`src/rtl/spi_pkg.sv`:
```
// Shared definitions for the byte-wide SPI masters: speed codes, FSM states
// and reset constants.
package spi_pkg;

  localparam logic [1:0] SPI_SPD_DIV2  = 2'd0;
  localparam logic [1:0] SPI_SPD_DIV4  = 2'd1;
  localparam logic [1:0] SPI_SPD_DIV8  = 2'd2;
  localparam logic [1:0] SPI_SPD_DIV16 = 2'd3;

  localparam logic [7:0] SPI_DOUT_RST = 8'hFF;

  typedef enum logic [1:0] {
    SPI_IDLE,
    SPI_LOW,
    SPI_HIGH
  } spi_state_t;

  // Terminal count of the half-period counter: H-1 where H = 1 << spd.
  function automatic logic [2:0] spi_half_last(input logic [1:0] spd);
    logic [2:0] last;
    case (spd)
      SPI_SPD_DIV2:  last = 3'd0;
      SPI_SPD_DIV4:  last = 3'd1;
      SPI_SPD_DIV8:  last = 3'd3;
      default:       last = 3'd7;
    endcase
    return last;
  endfunction

endpackage

```
`src/rtl/spi_halfper_tick.sv`:
```
// Half-period timer for the SPI master: one-cycle tick every H = 1 << spd
// cycles, restarting from zero while clr is high.
module spi_halfper_tick
  import spi_pkg::*;
(
  input  logic       cpu_clock,
  input  logic       rst_n,
  input  logic       clr,
  input  logic [1:0] spd,
  output logic       tick
);

  logic [2:0] cnt;

  assign tick = (cnt == spi_half_last(spd));

  always_ff @(posedge cpu_clock or negedge rst_n) begin
    if (!rst_n) begin
      cnt <= '0;
    end else if (clr || tick) begin
      cnt <= '0;
    end else begin
      cnt <= cnt + 3'd1;
    end
  end

endmodule

```
`src/rtl/spi_byte_master.sv`:
```
// Byte-wide SPI mode-0 master: one byte out (MSB first) and one byte in per
// accepted start strobe, with a selectable half-period of 1/2/4/8 cycles.
module spi_byte_master
  import spi_pkg::*;
(
  input  logic       cpu_clock,
  input  logic       rst_n,
  input  logic       start,
  input  logic [7:0] din,
  input  logic [1:0] speed,
  output logic [7:0] dout,
  output logic       rdy,
  output logic       sck,
  output logic       mosi,
  input  logic       miso
);

  spi_state_t state, state_nxt;
  logic [7:0] sr;
  logic [7:0] sr_shift;
  logic [2:0] bcnt;
  logic [1:0] spd_l;
  logic       tick;
  logic       accept;
  logic       rise;
  logic       fall;
  logic       last;

  // Holding the timer clear through IDLE guarantees it starts at zero on the
  // accept edge, so the first sck rise lands exactly H cycles later.
  spi_halfper_tick u_tick (
    .cpu_clock (cpu_clock),
    .rst_n     (rst_n),
    .clr       (state == SPI_IDLE),
    .spd       (spd_l),
    .tick      (tick)
  );

  assign sr_shift = {sr[6:0], miso};

  always_ff @(posedge cpu_clock or negedge rst_n) begin
    if (!rst_n) begin
      state <= SPI_IDLE;
    end else begin
      state <= state_nxt;
    end
  end

  always_comb begin
    state_nxt = state;
    accept    = 1'b0;
    rise      = 1'b0;
    fall      = 1'b0;
    last      = 1'b0;
    case (state)
      SPI_IDLE: begin
        if (start) begin
          accept    = 1'b1;
          state_nxt = SPI_LOW;
        end
      end
      SPI_LOW: begin
        if (tick) begin
          rise      = 1'b1;
          state_nxt = SPI_HIGH;
        end
      end
      SPI_HIGH: begin
        if (tick) begin
          fall      = 1'b1;
          last      = (bcnt == 3'd7);
          state_nxt = last ? SPI_IDLE : SPI_LOW;
        end
      end
      default: state_nxt = SPI_IDLE;
    endcase
  end

  always_ff @(posedge cpu_clock or negedge rst_n) begin
    if (!rst_n) begin
      sr    <= SPI_DOUT_RST;
      dout  <= SPI_DOUT_RST;
      bcnt  <= '0;
      spd_l <= SPI_SPD_DIV2;
      sck   <= 1'b0;
      mosi  <= 1'b1;
      rdy   <= 1'b1;
    end else begin
      if (accept) begin
        sr    <= din;
        spd_l <= speed;
        mosi  <= din[7];
        bcnt  <= '0;
        rdy   <= 1'b0;
      end
      if (rise) begin
        sck <= 1'b1;
      end
      // miso is sampled on the falling edge, i.e. at the end of the high phase.
      if (fall) begin
        sck  <= 1'b0;
        sr   <= sr_shift;
        mosi <= sr[6];
        bcnt <= bcnt + 3'd1;
        if (last) begin
          dout <= sr_shift;
          rdy  <= 1'b1;
        end
      end
    end
  end

endmodule

```
`config.mk`:
```
export PLATFORM = sky130hd
export DESIGN_NAME = spi_byte_master
export DESIGN_NICKNAME = d
export VERILOG_FILES = /design/src/rtl/spi_pkg.sv /design/src/rtl/spi_halfper_tick.sv /design/src/rtl/spi_byte_master.sv
export SDC_FILE = /design/constraint.sdc
export NUM_CORES = 1
export LEC_CHECK = 0
export ABC_AREA = 1
export CAP_MARGIN = 25
export CORE_ASPECT_RATIO = 1.1
export CORE_UTILIZATION = 51
export DETAILED_ROUTE_END_ITERATION = 12
export PLACE_DENSITY = 0.79
export SLEW_MARGIN = 0
export SYNTH_ARGS = -nofsm -noshare
export SYNTH_HDL_FRONTEND = slang
export SYNTH_SLANG_ARGS = --single-unit
```
`constraint.sdc`:
```
create_clock -name cpu_clock -period 1.8 [get_ports cpu_clock]
set_input_delay 0.27 -clock cpu_clock [delete_from_list [all_inputs] [get_ports cpu_clock]]
set_output_delay 0.27 -clock cpu_clock [all_outputs]
set_load 0.02 [all_outputs]
```
[Word-level counts from Yosys, hierarchy flattened]
Cells that the tools add are included.
Word-level totals
  output and inout port bits: 11
  bits of input ports: 14
  register bits after elaboration: 28
Operators by class
  mux-type cells: 25
  $add $sub $neg: 2
  eq/ne operators: 9
  reduce and logical (&&, ||, !) cells: 7
Operators with widths (number)
  two-way mux 1 bit: 15
  two-way mux 7 bit: 2
  two-way mux 3 bit: 3
  one-hot mux 3 bit (3 select lines): 1
  adder 3 x 1 -> 3 bit, second input constant: 2
  two-way mux 2 bit: 3
  one-hot mux 2 bit (3 select lines): 1
  == test 2 x 1 -> 1 bit, second input constant: 2
  == test 2 bit, second input constant: 2
  zero test 2 bit: 2
  != test 2 x 1 -> 1 bit, second input constant: 2
  nonzero test 2 bit: 2
  == test 3 bit: 1
  == test 3 bit, second input constant: 1
  AND reduction 3 bit: 1
  != test 2 bit, second input constant: 1
  AND reduction 2 bit: 1
  logical OR 1 bit: 1

[Depth between registers and ports, before layout]
Gate-level depths: netlist of the first run.
  depth after elaboration: 7
  mapped depth: 9
  depth with buffers taken out: 8

[Hierarchy]
Synthesis of the first run repeated with hierarchy kept, for this count alone.
Second synthesis, totals
  cells, all modules: 170
  area total of the unflattened synthesis: 1441.4 um^2
Modules (own cells, without submodules)
  spi_byte_master: cells each 145, area an instance 1253.7 um^2, instances 1
  spi_halfper_tick: cells each 25, area an instance 187.7 um^2, instances 1

[Least setup slack after synthesis of the first run]
Ideal clock, no wire load.
  path kind: reg2reg
  start: register spd_l[0]
  end: register bcnt[1]
  path slack: 0.487 ns
  setup time: 0.118 ns
  path buffers: 1
  cell stages (with the launch flop): 8
  data arrival time: 1.195 ns
  period minus slack after synthesis: 1.313 ns
  path through: dfrtp_1 o21ai_1 nand3_2 nor2_8 nand2_2 buf_2 nand3_1 nand2_1
Between the ends
  word-level cells in the longest chain between the ends: 6
RTL lines
  start, declared: RTL line spi_byte_master.sv:22  | logic [1:0] spd_l;
  start signal, assigned: RTL line spi_byte_master.sv:91  | spd_l <= speed;
  == test 2 bit (tied with other cells): RTL line spi_pkg.sv:21  | case (spd)
  one-hot mux 3 bit (3 select lines) *: RTL line spi_pkg.sv:21
  == test 3 bit *: RTL line spi_halfper_tick.sv:15  | assign tick = (cnt == spi_half_last(spd));
  two-way mux 1 bit *: RTL line spi_byte_master.sv:69  | if (tick) begin
  two-way mux 1 bit *: RTL line spi_byte_master.sv:55  | case (state)
  two-way mux 3 bit / nonzero test 2 bit (equally long branches)
  end signal, assigned: RTL line spi_byte_master.sv:104  | bcnt <= bcnt + 3'd1;
  end, declared: RTL line spi_byte_master.sv:21  | logic [2:0] bcnt;
Mark *: on every way between the ends. The rest lies on a longest branch, timed or not.
A chain may end at the register's enable or synchronous reset.

[Final worst setup path of the first run]
  start: register dout[1]
  end: output port dout[1]
RTL lines
  start, declared: RTL line spi_byte_master.sv:11  | output logic [7:0] dout,
  start signal, assigned: RTL line spi_byte_master.sv:106  | dout <= sr_shift;
No word-level cell between the ends.

==> out/qor.txt, run 1 <==
Outcome - completed
Vias in the first global route - 1054
GRT Total Usage - 19.68%
Post-layout nets - 207
Post-CTS setup buffers - 0
Post-synthesis sequential area ratio - 51.29%
Detailed-route via count - 1129
WL/cell - 11.75 um
YS warnings - 0
Chip width - 52.09 um
Initial Utilization - 54.82%
Reg2reg end - dout[7]$_DFFE_PN1P_
Crit path DAT - 1.48 ns
Period utilization - 97.22%
Post-synth net total - 181
Worst Skew - 0.002709 ns
Maximum vdd ir drop - 1042 uV
CP Buf/Inv Count - 1
Highest Clock Rate - 571.4 MHz
Worst slew pin tran - 0.3379 ns
RSZ-0062 raised after global routing - false
Final core occ - 66.67%
Max transition margin - 77.47%
Multi-input gate area - 559.3 um^2
Fillers - 213
Gate Count Post-Synth - 164
Post-CTS Hold Fix Bufs - 0
Layout Cells excl Fill - 220
Crit path from - dout[1]$_DFFE_PN1P_
Synth Register Bits - 28
WS Path Type - flop to primary output
Register area - 721.9 um^2
Initial drt markers - 18
Layout area overhead - 21.60%
Final setup TNS - 0 ns
Placed insts - 216
Final HPWL DP - 1981 um
Crit path launch type - flop
Routed Antenna Nets - 0
I/O Pins - 25
Largest net degree at the start of global routing - 29
Largest fanout on the critical path - 2
Worst R2R Path Depth - 6
I/O Buffers - 24
Root Buffer - clkbuf_4
Reg2reg setup slack - 0.25 ns
DRC Markers - 0
CTS tree - done
Required time worst endpoint - 1.53 ns
Post-cts resize count - 0
TritonRoute pass-1 iters - 4
Reg clk slew, reported paths - 0.14 ns
Placed cell areas - 1673 um^2
CTS buffer count - 3
Fin. Hold Viols - 0
Slew Limit Fails - 0
P per Cell Area - 1319 nW/um^2
Synthesized area per cell - 8.583 um^2
Crit-path cells - clkdlybuf4s50_1
Finish-stage setup viols - 0
Die Ht - 57.10 um
Worst Setup EP - dout[1]
CP max-delay cell - clkdlybuf4s50_1
Final instance area - 1712 um^2
Worst hold path class - input pin to asynchronous set/reset pin
Layout cells sized above 1 - 20.11%
CP Depth - 1
DIE AREA - 2974 um^2
Vias per std cell - 5.132
Crit path max-delay family - buffers and inverters
Clock Tree Buf Depth - 2
Worst skew pair latency - 0.32 ns
Final GP Congestion - 0.8802
Clock sink total - 28
Post-route minimum period - 1.750 ns
Post-Place Setup Slack - 0.2797 ns
Ant diodes - 0
First-pass GRT wire length - 4305 um
Global route overflow - 0
Post-synth cell types - 21
Max-Cap Viols - 0
RR Startpoint - spd_l[1]$_DFFE_PN0P_
Core Region - 2567 um^2
Final worst slack - 0.04997 ns
Initial antenna violation count - 0
Leakage power - 0.8714 nW
Critical Path Sink Type - primary output
Cell Area, Synth - 1408 um^2
Drt total wl - 2585 um
FP Rows - 19
Max stage delay on crit path - 0.60 ns
H-tree depth - 1
cell families after synthesis:
logic type               synth area share [%]
AO/OA/AOI/OAI                           7.467
XOR/XNOR                               0.6223
AND/OR/NAND/NOR                         28.98
buffers and inverters                   8.978
adder cells (fa/ha/maj)                 2.667
flip-flops                              51.29
synth_stat cells:
cell      count  area, um^2
nand2_1      52       195.2
inv_1        23       86.33
nand3_1      23       115.1
dfstp_2      17       446.7
dfrtp_1      11       275.3
o21ai_2       8       70.07
nor2_1        7       26.28
o21ai_1       4       20.02
ha_1          3       37.54
buf_2         2       10.01
clkbuf_1      2       7.510
nand3_4       2       35.03
o21ai_0       2       10.01
a21oi_1       1       5.000
buf_4         1       7.510
buf_6         1       11.26
inv_2         1       3.750
nand2_2       1       6.260
nand3_2       1       10.01
nor2_8        1       20.02
xnor2_1       1       8.760
report_power, final:
group | switching (mW) | leakage, nW | internal [mW] | total [mW]
logic | 0.581 | 0.532 | 0.334 | 0.915
clock network | 0.178 | 0.0210 | 0.124 | 0.302
registers | 0.166 | 0.318 | 0.874 | 1.04
layout make-up:
cell class	count	area share, %
Clock buffer	4	2.120
Inverter	24	5.263
Sequential cell	28	42.18
Multi-Input combinational cell	106	32.68
Timing Repair Buffer	27	15.50
Tap cell	31	2.266
registers in the layout (all words and copies together), names as in the netlist:
register,cells
sr,7
state,2
rdy,1
bcnt,3
mosi,1
sck,1
spd_l,2
u_tick.cnt,3
dout,8
per-layer routing:
metal	global-route usage [%]	wire (um)	up-vias
li1	-	-	561
met5	0	0	-
met3	2.667	98	9
met4	9.653	78	0
met1	21.95	1069	522
met2	35.71	1339	37
cell usage in the layout (no fill, tap or decap), types with 2 or more instances in the layout:
cell type        count
clkbuf_4             3
nand3_4              2
dfstp_2             17
nor2_1               7
dfrtp_1             11
ha_1                 3
clkdlybuf4s50_1     23
inv_1               23
nand2_1             52
o21ai_0              2
nand3_1             23
o21ai_1              4
o21ai_2              8
buf_4                3
worst min path at each step:
stage / slack [ns] / endpoint
6_report: 0.30 / bcnt[0]$_DFFE_PN0P_
5_1_grt: 0.33 / bcnt[2]$_DFFE_PN0P_
4_1_cts: 0.31 / u_tick.cnt[0]$_DFF_PN0_
3_5_place_dp: 0.46 / sck$_DFFE_PN0P_
3_3_place_gp: 0.46 / rdy$_DFF_PN1_
2_1_floorplan: -0.03 / bcnt[0]$_DFFE_PN0P_
metrics by stage:
step / total power [mW] / hold WS, ns
after global placement: 1.917 / 0.4571
final: 2.257 / 0.3036
after detailed placement: 1.969 / 0.4637
after global routing: 2.425 / 0.3282
after CTS: 2.273 / 0.3069
after floorplan: 1.735 / -0.02559
Power figures use the tool's default switching activity.
==> inputs of run 2 (changes only) <==
Settings changed: CORE_MARGIN set to 1.5, GPL_TIMING_DRIVEN set to 0.
==> out/qor.txt, run 2 (synthesis results as in run 1) <==
Initial Utilization - 54.82%
Post-layout nets - 211
Slew Limit Fails - 0
Ant diodes - 0
First-pass GRT wire length - 4878 um
Most frequent cells in the layout - nand2_1, inv_1, nand3_1, clkdlybuf4s50_1, dfstp_2
Comb power frac - 41.7%
Worst Skew - 0.007290 ns
Sw power - 0.9534 mW
Largest net degree at the start of global routing - 16
Worst hold path class - input pin to asynchronous set/reset pin
Initial antenna violation count - 0
Core Region - 2567 um^2
Crit path max-delay family - buffers and inverters
Max-Cap Viols - 0
Reg2reg setup slack - 0.20 ns
Largest fanout on the critical path - 2
Leading registers by flop count - dout (8), sr (7)
Sequential share of power - 44.9%
Clock sink total - 28
Most flops, register - dout
Routed Antenna Nets - 0
Period utilization - 97.39%
Maximum vdd ir drop - 861.3 uV
RSZ-0062 raised after global routing - false
Layout cells sized above 1 - 20.73%
Cell Int Power - 1.353 mW
Fin. Hold Viols - 0
Max transition margin - 57.65%
Final HPWL DP - 2074 um
Worst skew pair latency - 0.33 ns
Critical Path Sink Type - primary output
Die Ht - 58.10 um
Final setup TNS - 0 ns
P per Cell Area - 1325 nW/um^2
CP max-delay cell - clkdlybuf4s50_1
Layout area overhead - 23.64%
Clock Tree Buf Depth - 2
CTS tree - done
Post-CTS Hold Fix Bufs - 0
Worst slew pin tran - 0.6332 ns
Clock power frac - 13.4%
CP Buf/Inv Count - 1
Vias per std cell - 5.058
Chip width - 53.09 um
Highest Clock Rate - 570.5 MHz
CTS buffer count - 3
Post-route minimum period - 1.753 ns
Max reg flops - 8
Required time worst endpoint - 1.53 ns
Root Buffer - clkbuf_4
FP Rows - 19
H-tree depth - 1
DRC Markers - 0
Final hold slack - 0.3178 ns
Global route overflow - 0
TritonRoute pass-1 iters - 4
I/O Pins - 25
Max stage delay on crit path - 0.59 ns
Drt total wl - 2733 um
Leakage power - 0.8854 nW
Crit path DAT - 1.48 ns
GRT Total Usage - 21.21%
Reg clk slew, reported paths - 0.15 ns
Finish-stage setup viols - 0
Detailed-route via count - 1133
DIE AREA - 3085 um^2
Commonest non-fill, non-tap cell in the layout - nand2_1
Final GP Congestion - 0.8462
I/O Buffers - 24
Initial drt markers - 28
Outcome - completed
Crit path from - dout[5]$_DFFE_PN1P_
RR Startpoint - state[0]$_DFFE_PN0P_
WS Path Type - flop to primary output
WL/cell - 12.20 um
Net Sw Frac - 41.34%
Vias in the first global route - 1120
Crit path launch type - flop
Crit-path cells - clkdlybuf4s50_1
-- run 2: changes by cell type in the layout (fill, tap and decap cells not counted), sizes merged --
cell and change:
buf +2, clkbuf +2
-- run 2: layout make-up --
type | instances | area (um^2)
repair buffers | 25 | 257.7
inverters | 24 | 90.09
fillers | 207 | 827.0
plain buffers | 6 | 36.28
well taps | 31 | 38.79
flip-flops and latches | 28 | 721.9
clock buffers | 4 | 36.28
multi-input cells | 106 | 559.3
-- run 2: metal layers --
| layer | vias to the layer above | wire, um | GRT usage (%) |
|---|---|---|---|
| met5 | - | 0 | 0 |
| met4 | 0 | 60 | 8.791 |
| met3 | 6 | 114 | 3.093 |
| met2 | 32 | 1381 | 36.43 |
| met1 | 525 | 1178 | 26.42 |
| li1 | 570 | - | - |
-- run 2: path summary, 6_finish.rpt --
| path | endpoint | cells past startpoint |
|---|---|---|
| max | dout[5] | 1 |
| max in group asynchronous | mosi$_DFFE_PN1P_ | 2 |
| max reg2reg | mosi$_DFFE_PN1P_ | 8 |
| min reg2reg | rdy$_DFF_PN1_ | 2 |
| min in group cpu_clock | spd_l[0]$_DFFE_PN0P_ | 3 |
| min | bcnt[0]$_DFFE_PN0P_ | 1 |
-- run 2: power by group through the flow --
stage	Clock (mW)	Combinational [mW]	Sequential [mW]
after floorplan	0	0.707	1.03
after global placement	0	0.916	1.03
after detailed placement	0	0.961	1.05
after CTS	0.317	0.967	1.03
after global routing	0.334	1.09	1.07
final	0.310	0.961	1.04
-- run 2: repair_timing --
action                                  in CTS  in global routing
buffers inserted                             0                  0
resized for setup                            0                  1
endpoints found under the setup margin       0                  1
-- run 2: metrics by stage --
| step | setup slack, ns | power (mW) | std cells | cell area (um^2) | util, % |
|---|---|---|---|---|---|
| CTS | 0.03518 | 2.317 | 224 | 1738 | 67.69 |
| finish | 0.04707 | 2.306 | 224 | 1740 | 67.79 |
| global placement | 0.08603 | 1.947 | 219 | 1687 | 65.69 |
| global route | 0.004424 | 2.485 | 224 | 1740 | 67.79 |
| detailed placement | 0.1488 | 2.008 | 220 | 1702 | 66.28 |
| floorplan | 0.4873 | 1.735 | 164 | 1408 | - |
